File: src/rtl/bram_readback_pkg.sv
// bram_readback_pkg
//   Shared definitions for the BRAM read-back checker and the block-RAM fill
//   logic that uses the same Fibonacci pattern.
//   - state_t : read-back sequencer state encoding (2 bits)
//   - DEF_*   : default widths / latency used as parameter defaults
//   - FIB_SEED_A / FIB_SEED_B : first two words of the pattern (F0, F1)
package bram_readback_pkg;

    localparam int DEF_ADDR_W = 10;
    localparam int DEF_DATA_W = 16;
    localparam int DEF_RD_LAT = 1;
    localparam int DEF_ERR_W  = 8;

    localparam int FIB_SEED_A = 0;
    localparam int FIB_SEED_B = 1;

    typedef enum logic [1:0] {
        ST_IDLE  = 2'd0,
        ST_ISSUE = 2'd1,
        ST_DRAIN = 2'd2,
        ST_DONE  = 2'd3
    } state_t;

endpackage

File: src/rtl/bram_readback_fib_pair_gen.sv
// fib_pair_gen
//   Holds the expected Fibonacci word pair (ea, eb) = (F2k, F2k+1) and steps
//   it forward by two terms per advance, so a consumer can check two
//   consecutive words per cycle.
//   Ports:
//     clk_i   in  : rising-edge clock
//     rst_i   in  : asynchronous active-high reset (pair returns to seeds)
//     load_i  in  : reload the seeds (F0, F1); has priority over adv_i
//     adv_i   in  : step (ea, eb) -> (ea+eb, ea+2*eb), truncated to DATA_W
//     ea_o    out : expected even-offset word
//     eb_o    out : expected odd-offset word
module fib_pair_gen
    import bram_readback_pkg::*;
#(
    parameter int DATA_W = DEF_DATA_W
) (
    input  logic              clk_i,
    input  logic              rst_i,
    input  logic              load_i,
    input  logic              adv_i,
    output logic [DATA_W-1:0] ea_o,
    output logic [DATA_W-1:0] eb_o
);

    logic [DATA_W-1:0] ea_q, eb_q;
    logic [DATA_W-1:0] ea_d, eb_d;

    always_comb begin
        ea_d = ea_q;
        eb_d = eb_q;
        if (load_i) begin
            ea_d = DATA_W'(FIB_SEED_A);
            eb_d = DATA_W'(FIB_SEED_B);
        end else if (adv_i) begin
            // F(n+2) = F(n)+F(n+1); F(n+3) = F(n+1)+F(n+2) = F(n)+2*F(n+1)
            ea_d = ea_q + eb_q;
            eb_d = ea_q + (eb_q << 1);
        end
    end

    always_ff @(posedge clk_i or posedge rst_i) begin
        if (rst_i) begin
            ea_q <= DATA_W'(FIB_SEED_A);
            eb_q <= DATA_W'(FIB_SEED_B);
        end else begin
            ea_q <= ea_d;
            eb_q <= eb_d;
        end
    end

    assign ea_o = ea_q;
    assign eb_o = eb_q;

endmodule

File: src/rtl/bram_readback.sv
// bram_readback
//   Read-only sweep of a dual-port BRAM: two consecutive words per cycle
//   (even offsets on port A, odd on port B), streamed out with their address
//   and checked against the Fibonacci sequence mod 2^DATA_W. Reports a
//   saturating mismatch count and the first failing address.
//   Ports:
//     clk, reset              : clock, asynchronous active-high reset
//     start, base_addr, length: sweep request (sampled in IDLE only)
//     q_a, q_b                : BRAM read data
//     addr_a, addr_b, we_a/b  : BRAM address / write enables (writes never)
//     busy, done              : sweep in progress / one-cycle completion
//     rd_valid_a/b, rd_addr,
//     rd_data_a/b             : returned word stream (port B word at rd_addr+1)
//     err_cnt, err_valid,
//     err_addr                : mismatch statistics of the current/last sweep
module bram_readback
    import bram_readback_pkg::*;
#(
    parameter int ADDR_W = DEF_ADDR_W,
    parameter int DATA_W = DEF_DATA_W,
    parameter int RD_LAT = DEF_RD_LAT,
    parameter int ERR_W  = DEF_ERR_W
) (
    input  logic              clk,
    input  logic              reset,
    input  logic              start,
    input  logic [ADDR_W-1:0] base_addr,
    input  logic [ADDR_W:0]   length,
    input  logic [DATA_W-1:0] q_a,
    input  logic [DATA_W-1:0] q_b,
    output logic [ADDR_W-1:0] addr_a,
    output logic [ADDR_W-1:0] addr_b,
    output logic              we_a,
    output logic              we_b,
    output logic              busy,
    output logic              done,
    output logic              rd_valid_a,
    output logic              rd_valid_b,
    output logic [ADDR_W-1:0] rd_addr,
    output logic [DATA_W-1:0] rd_data_a,
    output logic [DATA_W-1:0] rd_data_b,
    output logic [ERR_W-1:0]  err_cnt,
    output logic              err_valid,
    output logic [ADDR_W-1:0] err_addr
);

    function automatic logic [ERR_W-1:0] sat_add(input logic [ERR_W-1:0] cnt,
                                                 input logic [1:0]       inc);
        logic [ERR_W:0] sum;
        sum = {1'b0, cnt} + (ERR_W+1)'(inc);
        if (sum[ERR_W]) begin
            return '1;
        end
        return sum[ERR_W-1:0];
    endfunction

    state_t state_q, state_d;

    logic [ADDR_W:0]   rem_q;
    logic [ADDR_W-1:0] addr_a_q, addr_b_q;
    logic              busy_q, done_q;

    logic [RD_LAT-1:0] vsh_a_q, vsh_b_q;
    logic [ADDR_W-1:0] ash_q [RD_LAT];

    logic              rd_valid_a_q, rd_valid_b_q;
    logic [ADDR_W-1:0] rd_addr_q;
    logic [DATA_W-1:0] rd_data_a_q, rd_data_b_q;

    logic [ERR_W-1:0]  err_cnt_q, err_cnt_d;
    logic              err_valid_q, err_valid_d;
    logic [ADDR_W-1:0] err_addr_q, err_addr_d;

    logic              start_ok;
    logic              issue_a, issue_b;
    logic [DATA_W-1:0] exp_a, exp_b;
    logic              mis_a, mis_b;

    // A start seen during the done pulse (state already IDLE) still belongs
    // to a busy block and is dropped.
    assign start_ok = (state_q == ST_IDLE) && start && !done_q;
    assign issue_a  = (state_q == ST_ISSUE);
    // With an odd count the last pair carries only the port-A word.
    assign issue_b  = issue_a && (rem_q >= (ADDR_W+1)'(2));

    always_comb begin
        state_d = state_q;
        case (state_q)
            ST_IDLE:  if (start_ok) state_d = (length == '0) ? ST_DONE : ST_ISSUE;
            ST_ISSUE: if (rem_q <= (ADDR_W+1)'(2)) state_d = ST_DRAIN;
            // Once nothing is left in the latency pipe, the last pair is in
            // the rd_data register; its error update lands with DONE.
            ST_DRAIN: if (vsh_a_q == '0) state_d = ST_DONE;
            ST_DONE:  state_d = ST_IDLE;
            default:  state_d = ST_IDLE;
        endcase
    end

    fib_pair_gen #(
        .DATA_W(DATA_W)
    ) u_fib (
        .clk_i (clk),
        .rst_i (reset),
        .load_i(start_ok),
        .adv_i (rd_valid_a_q),
        .ea_o  (exp_a),
        .eb_o  (exp_b)
    );

    assign mis_a = rd_valid_a_q && (rd_data_a_q != exp_a);
    assign mis_b = rd_valid_b_q && (rd_data_b_q != exp_b);

    always_comb begin
        err_cnt_d   = err_cnt_q;
        err_valid_d = err_valid_q;
        err_addr_d  = err_addr_q;
        if (start_ok) begin
            err_cnt_d   = '0;
            err_valid_d = 1'b0;
            err_addr_d  = '0;
        end else if (mis_a || mis_b) begin
            err_cnt_d = sat_add(err_cnt_q, {1'b0, mis_a} + {1'b0, mis_b});
            if (!err_valid_q) begin
                err_valid_d = 1'b1;
                // Port A holds the lower address, so it wins a double miss.
                err_addr_d  = mis_a ? rd_addr_q : rd_addr_q + ADDR_W'(1);
            end
        end
    end

    // Issue stage: FSM, address counter, remaining-word counter
    always_ff @(posedge clk or posedge reset) begin
        if (reset) begin
            state_q  <= ST_IDLE;
            rem_q    <= '0;
            addr_a_q <= '0;
            addr_b_q <= '0;
            busy_q   <= 1'b0;
            done_q   <= 1'b0;
        end else begin
            state_q <= state_d;
            busy_q  <= (state_d != ST_IDLE) || (state_q == ST_DONE);
            done_q  <= (state_q == ST_DONE);
            if (start_ok) begin
                rem_q    <= length;
                addr_a_q <= base_addr;
                addr_b_q <= base_addr + ADDR_W'(1);
            end else if (issue_a) begin
                rem_q    <= issue_b ? rem_q - (ADDR_W+1)'(2) : rem_q - (ADDR_W+1)'(1);
                addr_a_q <= addr_a_q + ADDR_W'(2);
                addr_b_q <= addr_b_q + ADDR_W'(2);
            end
        end
    end

    // BRAM latency stages: valid bits and port-A address ride with the read
    always_ff @(posedge clk or posedge reset) begin
        if (reset) begin
            vsh_a_q <= '0;
            vsh_b_q <= '0;
        end else begin
            vsh_a_q[0] <= issue_a;
            vsh_b_q[0] <= issue_b;
            for (int i = 1; i < RD_LAT; i++) begin
                vsh_a_q[i] <= vsh_a_q[i-1];
                vsh_b_q[i] <= vsh_b_q[i-1];
            end
        end
    end

    always_ff @(posedge clk) begin
        ash_q[0] <= addr_a_q;
        for (int i = 1; i < RD_LAT; i++) begin
            ash_q[i] <= ash_q[i-1];
        end
    end

    // Return stage: register BRAM data, then update error statistics
    always_ff @(posedge clk or posedge reset) begin
        if (reset) begin
            rd_valid_a_q <= 1'b0;
            rd_valid_b_q <= 1'b0;
            rd_addr_q    <= '0;
            rd_data_a_q  <= '0;
            rd_data_b_q  <= '0;
            err_cnt_q    <= '0;
            err_valid_q  <= 1'b0;
            err_addr_q   <= '0;
        end else begin
            rd_valid_a_q <= vsh_a_q[RD_LAT-1];
            rd_valid_b_q <= vsh_b_q[RD_LAT-1];
            if (vsh_a_q[RD_LAT-1]) begin
                rd_addr_q   <= ash_q[RD_LAT-1];
                rd_data_a_q <= q_a;
            end
            if (vsh_b_q[RD_LAT-1]) begin
                rd_data_b_q <= q_b;
            end
            err_cnt_q   <= err_cnt_d;
            err_valid_q <= err_valid_d;
            err_addr_q  <= err_addr_d;
        end
    end

    assign addr_a     = addr_a_q;
    assign addr_b     = addr_b_q;
    assign we_a       = 1'b0;
    assign we_b       = 1'b0;
    assign busy       = busy_q;
    assign done       = done_q;
    assign rd_valid_a = rd_valid_a_q;
    assign rd_valid_b = rd_valid_b_q;
    assign rd_addr    = rd_addr_q;
    assign rd_data_a  = rd_data_a_q;
    assign rd_data_b  = rd_data_b_q;
    assign err_cnt    = err_cnt_q;
    assign err_valid  = err_valid_q;
    assign err_addr   = err_addr_q;

endmodule
File: config.mk
export PLATFORM = sky130hd
export DESIGN_NAME = bram_readback
export DESIGN_NICKNAME = d
export VERILOG_FILES = /design/src/rtl/bram_readback_pkg.sv /design/src/rtl/bram_readback_fib_pair_gen.sv /design/src/rtl/bram_readback.sv
export SDC_FILE = /design/constraint.sdc
export NUM_CORES = 1
export LEC_CHECK = 0
export ABC_CLOCK_PERIOD_IN_PS = 3800
export BUFFER_PORTS_ARGS = -buffer_cell sky130_fd_sc_hd__buf_2
export CAP_MARGIN = 20
export CORE_ASPECT_RATIO = 1.5
export CORE_MARGIN = 2
export CORE_UTILIZATION = 45
export DETAILED_ROUTE_END_ITERATION = 8
export PLACE_DENSITY = 0.69
export SYNTH_ARGS = -nofsm -noshare
export SYNTH_HDL_FRONTEND = slang
export SYNTH_SLANG_ARGS = --single-unit
export TNS_END_PERCENT = 100
File: constraint.sdc
create_clock -name clk -period 3.8 [get_ports clk]
set_input_delay 0.19 -clock clk [delete_from_list [all_inputs] [get_ports clk]]
set_output_delay 0.19 -clock clk [all_outputs]
set_load 0.01 [all_outputs]
# After elaboration in Yosys (flattened, before gate mapping)
# Memories as Yosys holds them, arrays and structs flattened. A register that Yosys moved wholly into a read port is not among the register bits.
# Index checks and enable logic that the tools add are counted.
[totals]
ff_bits = 122
ramBits = 10
input_bits = 56
output_inout_bits = 87
wordCells = 80
mem_count = 1
[mem_list]
columns = ["memory", "words", "width", "read_ports", "rd_clocked_by_memory_dff", "write_ports", "line", "text"]
rows = [
  ["ash_q", 1, 10, 1, 1, 1, "bram_readback.sv:64", "logic [ADDR_W-1:0] ash_q [RD_LAT];"],
]
[classes]
add_sub_neg = 10
order_cmp = 2
eq_ne = 6
n_mux = 29
reduce_logical = 15
[ops]
columns = ["op", "n"]
rows = [
  ["$mux 10", 8],
  ["$mux 16", 4],
  ["$mux 11", 3],
  ["$add 16x16->16", 2],
  ["$mux 8", 4],
  ["$ne 16x16->1", 2],
  ["$add 10x1->10 const B", 2],
  ["$add 10x2->10 const B", 2],
  ["$ge 11x2->1 const B", 1],
  ["$le 11x2->1 const B", 1],
  ["$logic_not 11->1", 1],
  ["$sub 11x1->11 const B", 1],
  ["$sub 11x2->11 const B", 1],
  ["$add 8x2->9", 1],
  ["$mux 2", 4],
  ["$pmux 2 s4", 1],
  ["$reduce_bool 2->1", 4],
  ["$logic_and 1x1->1", 5],
  ["$mux 1", 5],
  ["$eq 2x2->1 const B", 2],
  ["$add 1x1->2", 1],
  ["$eq 2x1->1 const B", 1],
  ["$logic_not 2->1", 1],
  ["$logic_or 1x1->1", 2],
  ["3 further kinds", 3],
]

# Longest topological paths before layout
# Gate-level depths: netlist of run 1.
[logic_depth]
depth_word = 10
depth_mapped = 13
ltp_nobuf = 13

# By module
# Synthesis of run 1 repeated with hierarchy kept, for this count alone.
[hier_totals]
cells_unflattened = 778
area_unflattened_um2 = 8029.0
[modules_own_cells]
columns = ["mod", "instances", "cells_per_inst", "area_each_um2", "seq_area_each_um2"]
rows = [
  ["bram_readback", 1, 476, 5287.6, 2702.6],
  ["fib_pair_gen", 1, 302, 2741.4, 802.0],
]

# Worst setup path after synthesis of run 1
# OpenSTA, ideal clock, no wires.
[synth_timing]
path_kind = "reg-to-reg"
from = "reg rd_data_a_q[9], in the netlist rd_data_a[9]"
to = "reg err_cnt_q[3], in the netlist err_cnt[3]"
setup_ps = 138
arrival_time_ps = 2751
t_required_ps = 3662
slack_ps = 911
path_stages_with_launch = 14
n_path_buf = 0
period_less_slack_ps = 2889
path_cell_list = "dfrtp_1 > xnor2_1 > nand4_1 > o41ai_2 > fa_1 > inv_1 > ha_1 > and3_1 > nand2_1 > inv_1 > nand4_1 > o21ai_0 > a21oi_1 > a211oi_1"
[synth_between]
elab_chain_cells = 10
elab_cells_between_ends = 12
classes_between = "add/sub (2); eq/ne (1); mux (6); reduce/logical (3)"
[synth_rtl]
columns = ["item", "line", "text"]
rows = [
  ["start, declared", "bram_readback.sv:68", "logic [DATA_W-1:0] rd_data_a_q, rd_data_b_q;"],
  ["start signal, assigned", "bram_readback.sv:194", "rd_data_a_q <= q_a;"],
  ["$ne 16x16->1 *", "bram_readback.sv:110", "assign mis_a = rd_valid_a_q && (rd_data_a_q != exp_a);"],
  ["$logic_and 1x1->1 *", "bram_readback.sv:110", ""],
  ["$add 1x1->2", "bram_readback.sv:122", "err_cnt_d = sat_add(err_cnt_q, {1'b0, mis_a} + {1'b0, mis_b});"],
  ["$add 8x2->9", "bram_readback.sv:50", "sum = {1'b0, cnt} + (ERR_W+1)'(inc);"],
  ["$mux 1", "bram_readback.sv:51", "if (sum[ERR_W]) begin"],
  ["$mux 1", "bram_readback.sv:121", "end else if (mis_a || mis_b) begin"],
  ["$mux 1", "bram_readback.sv:117", "if (start_ok) begin"],
  ["$mux 8", "bram_readback.sv:54", "return sum[ERR_W-1:0];"],
  ["$mux 8", "bram_readback.sv:121", ""],
  ["$mux 8", "bram_readback.sv:117", ""],
  ["end signal, assigned", "bram_readback.sv:199", "err_cnt_q <= err_cnt_d;"],
  ["end, declared", "bram_readback.sv:70", "logic [ERR_W-1:0] err_cnt_q, err_cnt_d;"],
]
# Every way passes the cells marked *; elsewhere a longest branch is shown, timed or not. The select of a mux whose other input is x is not followed.
# A chain may end at the register's enable or synchronous reset.

# Worst setup path after layout of run 1
[layout_timing]
from = "reg u_fib.eb_q[1], in the netlist u_fib.eb_o[1]"
to = "reg u_fib.ea_q[15], in the netlist u_fib.ea_o[15]"
[layout_between]
elab_chain_cells = 3
[layout_rtl]
columns = ["item", "line", "text"]
rows = [
  ["start, declared", "bram_readback_fib_pair_gen.sv:25", "logic [DATA_W-1:0] ea_q, eb_q;"],
  ["start signal, assigned", "bram_readback_fib_pair_gen.sv:44", "eb_q <= DATA_W'(FIB_SEED_B);"],
  ["$add 16x16->16", "bram_readback_fib_pair_gen.sv:36", "ea_d = ea_q + eb_q;"],
  ["$mux 16", "bram_readback_fib_pair_gen.sv:34", "end else if (adv_i) begin"],
  ["$mux 16", "bram_readback_fib_pair_gen.sv:31", "if (load_i) begin"],
  ["end signal, assigned", "bram_readback_fib_pair_gen.sv:43", "ea_q <= DATA_W'(FIB_SEED_A);"],
  ["end, declared", "bram_readback_fib_pair_gen.sv:25", ""],
]
# Every way passes these cells. The select of a mux whose other input is x is not followed.

==> results.py, run 1 <==
metrics = {
    "synth": {
        "ys_warn_count": 0,
        "netlist_area_um2": 7710,
        "synthCells": 744,
        "yosysTopAreaCellShare": 0.425,
        "synth_area_leaders": "dfrtp_1, xnor2_1, ha_1",
        "syn_area_per_cell_um2": 10.4,
        "synth_edf_count": 0,
        "yosysSeqAreaShare": 0.455,
        "synthDominantAreaCellType": "dfrtp_1",
        "yosysUniqueCellTypes": 64,
        "synth_seq_cells": 142,
        "synth_ff_type": "dfrtp_1",
        "synth_async_sr_flop_share": 0.930,
    },
    "placed_design": {
        "placed_area_um2": 8630,
        "routabilityCongestion": 0.932,
        "io_buffers": 140,
        "dp_slack_ns": 0.778,
        "hpwlAfterDp_um": 14600,
    },
    "detailed_routing": {
        "via_count": 6339,
        "antenna_left": 0,
        "routed_wl_um": 20200,
        "drc_errors": 0,
        "vias_per_cell": 5.54,
        "drtIter0Drc": 218,
        "firstDrtPassIters": 4,
        "wl_per_cell_um": 17.6,
    },
    "power": {
        "pwr-share-comb": 0.519,
        "power_density_nw_per_um2": 1010,
        "power_frac_clock": 0.160,
        "peakVddDrop_uv": 478,
        "switching_share": 0.431,
        "intPower_w": 0.00544,
        "sequentialPowerShare": 0.321,
        "switchingPower_w": 0.00412,
        "power_leakage_nw": 4.37,
    },
    "flow_run": {
        "maxCapViolations": 0,
    },
    "layout": {
        "stdcell_area_um2": 9510,
        "drive_above_1_share": 0.251,
        "fin_util": 0.567,
        "final_nets": 1018,
        "diodes": 0,
        "layout_commonest_cell": "buf_2",
        "area_growth_pct": 23.4,
        "mostFrequentLayoutCells": "buf_2, dfrtp_1, nor2_1",
    },
    "sta": {
        "hold_viol_final": 0,
        "setup_ws_ns": 0.794,
        "period_share": 0.791,
        "max_freq_ghz": 0.333,
        "clock_skew_ns": 0.00893,
        "fin_hold_ws_ns": 0.00838,
        "period_minus_slack_ns": 3.01,
        "setup_viol": 0,
        "finalSetupTns_ns": 0,
        "slew_viol_final": 0,
        "tightest_slew_ns": 0.816,
        "rsz0062_at_grt": "no",
        "max_slew_margin": 0.456,
    },
    "clock_network": {
        "h-tree-depth": 4,
        "clk_pin_slew_ns": 0.06,
        "clock_sinks": 142,
        "numCtsBuffers": 17,
        "cts_setup_buffers": 0,
        "cts_root_buffer": "clkbuf_16",
        "clockBufferDepth": 2,
        "clk_latency_ns": 0.43,
        "cts_tree": "done",
    },
    "floorplanning": {
        "ios": 143,
        "die_h_um": 164,
        "chipWidth_um": 111,
        "start_util": 0.460,
        "row_count": 58,
        "core_um2": 16800,
        "die_area_um2": 18200,
    },
    "setup_path": {
        "worstSetupPathType": "reg2reg",
        "crit_arrival_ns": 3.38,
        "cp.required_ns": 4.17,
        "worstPathMaxFanout": 6,
        "cp-start-kind": "flop",
        "crit_path_end_kind": "flop",
    },
    "outcome": {
        "status": "finished, final reports clean",
    },
    "global_routing": {
        "grt.total_usage": 0.225,
        "grt_first_pass_wirelength_um": 32300,
        "grt_pass1_vias": 6306,
        "grt_max_degree": 89,
        "overflow": 0,
        "antenna_found_initial": 0,
    },
    "worst_hold_path": {
        "hold_class": "in2reg",
    },
}
[per-stage QoR]
step / total power (W) / cells
floorplan: 0.00660 / 745
global placement: 0.00791 / 1078
detailed placement: 0.00801 / 1078
CTS: 0.00962 / 1143
global route: 0.0103 / 1144
finish: 0.00956 / 1144
[layer usage]
metal | vias up | part of all wire | track usage
li1 | 3054 | - | -
met5 | - | 0 | 0
met1 | 3113 | 0.37 | 0.238
met4 | 0 | 0.031 | 0.0938
met2 | 135 | 0.57 | 0.432
met3 | 37 | 0.036 | 0.0450
[power groups by stage]
| stage | logic, W | registers, W | clock network, W |
|---|---|---|---|
| 4_1_cts | 0.00499 | 0.00307 | 0.00156 |
| 3_3_place_gp | 0.00484 | 0.00307 | 0 |
| 6_report | 0.00496 | 0.00307 | 0.00153 |
| 2_1_floorplan | 0.00365 | 0.00295 | 0 |
| 5_1_grt | 0.00553 | 0.00318 | 0.00163 |
| 3_5_place_dp | 0.00492 | 0.00309 | 0 |
[cell usage after synthesis, types with 5 or more instances]
cell	instances
o21bai_1	5
xor2_1	10
o311ai_1	5
nand2_1	60
ha_1	38
nand4_1	19
inv_1	19
dfxtp_1	10
nor3_1	11
and3_1	6
mux2i_1	25
a21oi_1	23
o21ai_0	27
dfrtp_1	131
nor2_1	74
o21ai_1	16
a211oi_1	15
o311ai_0	5
nand3_1	23
clkbuf_1	18
a31oi_1	9
mux2_2	42
a21o_1	8
xnor2_1	65
o211ai_1	9
[critical path, stage by stage, from the launching register on]
cell and delay, ns:
dfrtp_1 0.49, ha_1 0.33, a211oi_1 0.35, o21ai_1 0.18, a2111oi_2 0.52, a211oi_1 0.16
o31a_1 0.31, or3_1 0.33, a31oi_1 0.18, a41o_1 0.11
[flip-flops by register name, summed over array words and instances (netlist names), 2 cells and up]
register    cells
err_cnt         8
state_q         2
err_addr       10
u_fib.ea_o     16
rd_data_b      16
rem_q          11
rd_addr        10
addr_b         10
addr_a         10
ash_q          10
rd_data_a      16
u_fib.eb_o     16
[repair_timing]
action | in CTS | in global routing
hold buffers | 33 | 1
endpoints found under the hold margin | 117 | 1
resized for setup | 0 | 0
[layout make-up]
type / count / area, um^2
clock inverters: 12 / 90.1
inverters: 19 / 76.3
clock buffers: 20 / 447
flip-flops and latches: 142 / 3500
repair buffers: 183 / 1110
fillers: 1469 / 7250
well taps: 210 / 263
multi-input cells: 558 / 4020
[worst paths after layout]
kind / from / endpoint / slack [ns] / cells after the start
max in group asynchronous: reset / rd_addr[9] / 2.46 / 4
min: length[7] / rem_q[7] / 0.008 / 3
min in group asynchronous: reset / err_cnt[2] / 0.47 / 3
max: u_fib.eb_o[1] / u_fib.ea_o[15] / 0.79 / 9
min reg2reg: addr_a[0] / ash_q[0][0] / 0.42 / 0
max reg2reg: u_fib.eb_o[1] / u_fib.ea_o[15] / 0.79 / 9
[cell families after synthesis]
| logic type | after synthesis | share of synthesized area |
|---|---|---|
| xor gates and xnor gates | 75 | 0.0852 |
| and+or+nand+nor | 216 | 0.131 |
| buffers and inverters | 45 | 0.0252 |
| AOI/OAI and AO/OA | 157 | 0.140 |
| adders and majority gates | 41 | 0.0695 |
| muxes | 67 | 0.0938 |
| other | 1 | 0.000486 |
| DFF | 142 | 0.455 |
Note: power is estimated with default switching activity, not from simulation.
==> inputs of run 2 (changes only) <==
ABC_CLOCK_PERIOD_IN_PS = 2560   (was 3800)
clock period = 2.56 ns   (was 3.8 ns; I/O delays follow)
==> results.py, run 2 (synthesis results as in run 1) <==
metrics = {
    "clock_network": {
        "clock_sinks": 142,
        "clk_pin_slew_ns": 0.06,
        "clockBufferDepth": 2,
        "cts_tree": "done",
        "clk_latency_ns": 0.43,
        "cts_root_buffer": "clkbuf_16",
        "numCtsBuffers": 17,
        "h-tree-depth": 4,
    },
    "sta": {
        "setup_ws_ns": -0.0640,
        "max_slew_margin": 0.461,
        "clock_skew_ns": 0.00729,
        "rsz0062_at_grt": "yes",
        "max_freq_ghz": 0.381,
        "slew_viol_final": 0,
        "hold_viol_final": 0,
        "period_minus_slack_ns": 2.62,
        "period_share": 1.03,
        "setup_viol": 9,
        "tightest_slew_ns": 0.807,
    },
    "setup_path": {
        "worstPathMaxFanout": 3,
        "cp-start-kind": "flop",
        "slowest_delay_ns": 0.42,
        "cp.required_ns": 2.92,
        "critical-path-top-delay-family": "compound AO/OA/AOI/OAI gates",
        "crit_path_end_kind": "flop",
        "worstSetupPathType": "reg2reg",
        "crit_slowest_cell": "dfstp_2",
        "cp_cell_sequence": "buf_4, ha_4, a211oi_4, o21ai_2, a2111oi_4, a211oi_2, o31a_1, or3_1, a31oi_1, a41o_1",
        "crit_arrival_ns": 2.99,
        "worst-path-buf-inv": 1,
    },
    "floorplanning": {
        "die_area_um2": 18200,
        "row_count": 58,
        "core_um2": 16800,
        "die_h_um": 164,
        "start_util": 0.460,
        "ios": 143,
        "chipWidth_um": 111,
    },
    "outcome": {
        "status": "finished with violations",
        "violations": "negative setup slack",
    },
    "power": {
        "power_density_nw_per_um2": 1530,
        "power_leakage_nw": 4.98,
        "peakVddDrop_uv": 703,
    },
    "detailed_routing": {
        "drtIter0Drc": 244,
        "via_count": 6698,
        "vias_per_cell": 5.40,
        "wl_per_cell_um": 17.2,
        "routed_wl_um": 21300,
        "antenna_left": 0,
        "firstDrtPassIters": 4,
        "drc_errors": 0,
    },
    "global_routing": {
        "antenna_found_initial": 0,
        "met3_usage": 0.0509,
        "grt_busiest_layer": "met2",
        "grt_max_degree": 40,
        "grt_use_met2": 0.456,
        "grt.total_usage": 0.234,
        "overflow": 0,
        "grt_pass1_vias": 6934,
        "grt_first_pass_wirelength_um": 33800,
        "use_met1": 0.236,
    },
    "placed_design": {
        "io_buffers": 140,
        "hpwlAfterDp_um": 15000,
        "place_inst": 1141,
        "routabilityCongestion": 0.900,
    },
    "layout": {
        "diodes": 0,
        "nFillCells": 1305,
        "area_growth_pct": 39.9,
        "final_nets": 1115,
        "layout_commonest_cell": "buf_2",
        "drive_above_1_share": 0.367,
        "mostFrequentLayoutCells": "buf_2, dfrtp_1, buf_4",
        "fin_util": 0.643,
        "stdcell_count": 1241,
    },
    "worst_hold_path": {
        "hold_class": "in2reg",
    },
    "flow_run": {
        "maxCapViolations": 0,
    },
}
run 2: final timing paths:
check	startpoint	to	slack, ns	depth (start not counted)
hold / removal	base_addr[7]	addr_a[7]	0.03	3
hold reg to reg	addr_a[9]	ash_q[0][9]	0.43	0
setup / recovery	u_fib.eb_o[0]	u_fib.ea_o[15]	-0.06	10
min in group asynchronous	reset	rd_data_b[2]	0.40	3
max in group asynchronous	reset	u_fib.eb_o[0]	1.45	4
setup reg to reg	u_fib.eb_o[0]	u_fib.ea_o[15]	-0.06	10
run 2: cell type report:
cell class                 count  area (um^2)  area share
clock buffer                  21          460      0.0427
clock inverter                11          178      0.0165
inverter                      19         75.1     0.00696
multi-input combinational    558         4360       0.405
sequential                   142         3510       0.326
tap                          210          263      0.0244
timing repair buffer         280         1930       0.179
run 2: layer usage:
metal | wire, um | vias to the layer above
met4 | 741 | 0
li1 | - | 3251
met5 | 0 | -
met1 | 7760 | 3241
met3 | 827 | 53
met2 | 12000 | 153
run 2: what timing repair did:
| item | CTS | global route |
|---|---|---|
| setup endpoints to repair | 17 | 25 |
| pin swaps | 25 | 33 |
| gates resized for setup | 26 | 38 |
| hold buffers | 49 | 0 |
| hold endpoints to repair | 80 | 0 |
| buffers inserted | 10 | 10 |
run 2: per-stage QoR:
step | instance area [um^2] | TNS [ns] | power [W] | hold WS (ns) | setup slack [ns]
2_1_floorplan | 7770 | -0.333 | 0.00992 | 0.233 | -0.116
3_3_place_gp | 9200 | -0.808 | 0.0126 | 0.322 | -0.124
3_5_place_dp | 9200 | -1.48 | 0.0128 | 0.323 | -0.188
4_1_cts | 10500 | -0.173 | 0.0160 | 0.0000608 | -0.0481
5_1_grt | 10800 | -2.03 | 0.0178 | 0.0152 | -0.210
6_report | 10800 | -0.296 | 0.0165 | 0.0253 | -0.0640
run 2: worst reg2reg max path: stages, from the launching register on:
cell and delay (ns):
dfstp_2 0.42, buf_4 0.17, ha_4 0.18, a211oi_4 0.28, o21ai_2 0.13, a2111oi_4 0.42, a211oi_2 0.12, o31a_1 0.26
or3_1 0.32, a31oi_1 0.18, a41o_1 0.11
run 2: report_power, final:
part | leakage (nW) | switching [W] | internal [W]
clock network | 0.313 | 0.000996 | 0.00170
logic | 3.02 | 0.00463 | 0.00481
registers | 1.65 | 0.00110 | 0.00331
==> inputs of run 3 (changes only) <==
CORE_ASPECT_RATIO = default   (was 1.5)
SKIP_LAST_GASP = 1   (was default)
==> results.py, run 3 (synthesis results as in run 1) <==
metrics = {
    "detailed_routing": {
        "firstDrtPassIters": 4,
        "antenna_left": 0,
        "drtIter0Drc": 380,
        "routed_wl_um": 21600,
        "wl_per_cell_um": 17.0,
        "vias_per_cell": 5.36,
        "via_count": 6802,
        "drc_errors": 0,
    },
    "sta": {
        "hold_viol_final": 0,
        "max_slew_margin": 0.485,
        "period_minus_slack_ns": 2.74,
        "rsz0062_at_grt": "yes",
        "period_share": 1.07,
        "setup_viol": 11,
        "slew_viol_final": 0,
        "clock_skew_ns": 0.00935,
        "tightest_slew_ns": 0.773,
        "setup_ws_ns": -0.176,
        "max_freq_ghz": 0.366,
    },
    "power": {
        "power_density_nw_per_um2": 1520,
        "peakVddDrop_uv": 772,
        "intPower_w": 0.00956,
        "sequentialPowerShare": 0.270,
        "power_frac_clock": 0.142,
        "switchingPower_w": 0.00687,
        "power_leakage_nw": 5.05,
        "pwr-share-comb": 0.588,
        "switching_share": 0.418,
    },
    "layout": {
        "fin_util": 0.650,
        "area_growth_pct": 40.3,
        "nFillCells": 1297,
        "mostFrequentLayoutCells": "buf_2, dfrtp_1, buf_4",
        "layout_commonest_cell": "buf_2",
        "drive_above_1_share": 0.370,
        "final_nets": 1132,
    },
    "clock_network": {
        "clk_pin_slew_ns": 0.07,
        "h-tree-depth": 4,
        "cts_tree": "done",
        "clockBufferDepth": 2,
        "cts_root_buffer": "clkbuf_16",
        "clk_latency_ns": 0.43,
        "clock_sinks": 142,
        "numCtsBuffers": 17,
    },
    "placed_design": {
        "routabilityCongestion": 0.864,
        "dp_slack_ns": -0.282,
        "io_buffers": 140,
        "hpwlAfterDp_um": 14400,
    },
    "setup_path": {
        "crit_arrival_ns": 3.07,
        "crit_slowest_cell": "dfstp_2",
        "crit_path_end_kind": "flop",
        "cp_cell_sequence": "xnor2_2, nand4_1, o41ai_4, buf_4, fa_2, inv_2, ha_4, and3_4, nand2_2, inv_2, nand4_1, buf_4, buf_4, a311oi_2",
        "cp.required_ns": 2.90,
        "worstSetupPathType": "reg2reg",
        "rrSetupSlack_ns": -0.18,
        "cp_common_cell": "buf_4",
        "cp-start-kind": "flop",
        "slowest_delay_ns": 0.60,
        "worstPathMaxFanout": 4,
    },
    "floorplanning": {
        "ios": 143,
        "start_util": 0.463,
        "chipWidth_um": 135,
        "die_h_um": 135,
        "row_count": 47,
        "die_area_um2": 18200,
        "core_um2": 16600,
    },
    "global_routing": {
        "grt_max_degree": 133,
        "grt_pass1_vias": 6646,
        "grt.total_usage": 0.236,
        "grt_first_pass_wirelength_um": 33800,
        "overflow": 0,
        "antenna_found_initial": 1,
    },
    "outcome": {
        "violations": "negative setup slack",
        "status": "finished with violations",
    },
    "flow_run": {
        "maxCapViolations": 0,
    },
    "worst_hold_path": {
        "hold_class": "in2reg",
    },
}
## run 3: layout make-up
class / instances / area [um^2] / area share
multi-input cells: 558 / 4330 / 0.400
flip-flops and latches: 142 / 3510 / 0.325
repair buffers: 297 / 2070 / 0.192
clock buffers: 17 / 425 / 0.0393
well taps: 220 / 275 / 0.0254
clock inverters: 15 / 128 / 0.0118
inverters: 19 / 75.1 / 0.00694
diodes: 1 / 2.50 / 0.000231
## run 3: worst paths after layout
path / start / to / cells past startpoint
max: u_fib.eb_o[0] / err_cnt[0] / 14
min: base_addr[4] / addr_a[4] / 3
max reg2reg: u_fib.eb_o[0] / err_cnt[0] / 14
min reg2reg: addr_a[9] / ash_q[0][9] / 0
max in group asynchronous: reset / u_fib.ea_o[3] / 4
min in group asynchronous: reset / rem_q[7] / 4
## run 3: worst max-delay path, delay by kind of cell, from the launching register on
kind	cells	cell delay, ns
buf+inv	5	0.62
flops	1	0.60
compound gates	2	0.24
xor+xnor	1	0.09
simple gates	4	0.58
fa+ha+maj	2	0.50
## run 3: per-layer routing
metal	track usage	share of wire
met1	0.305	0.43
met2	0.399	0.50
met5	0	0
met4	0.0807	0.021
met3	0.0439	0.044
## run 3: through the flow
stage / TNS (ns) / instance area, um^2 / instances / power [W] / hold WS [ns]
after floorplan: -0.333 / 7770 / 745 / 0.00992 / 0.233
after global placement: -1.12 / 9290 / 1161 / 0.0127 / 0.362
after detailed placement: -2.18 / 9290 / 1161 / 0.0129 / 0.363
after CTS: -0.829 / 10500 / 1253 / 0.0157 / 0.00202
after global routing: -3.00 / 10800 / 1269 / 0.0176 / 0.0303
final: -1.06 / 10800 / 1269 / 0.0164 / 0.0204
## run 3: power groups by stage
stage	logic, W	clock network, W	registers, W
3_5_place_dp	0.00844	0	0.00444
4_1_cts	0.00890	0.00238	0.00442
6_report	0.00967	0.00234	0.00443
2_1_floorplan	0.00553	0	0.00439
3_3_place_gp	0.00831	0	0.00441
5_1_grt	0.0106	0.00247	0.00457
## run 3: timing repair
| action | in CTS | in global routing |
|---|---|---|
| buffers inserted | 10 | 17 |
| hold buffers | 50 | 0 |
| endpoints found under the setup margin | 15 | 24 |
| gates cloned | 0 | 0 |
| hold endpoints to repair | 181 | 0 |
| gates resized for setup | 13 | 42 |
| pin swaps | 17 | 38 |
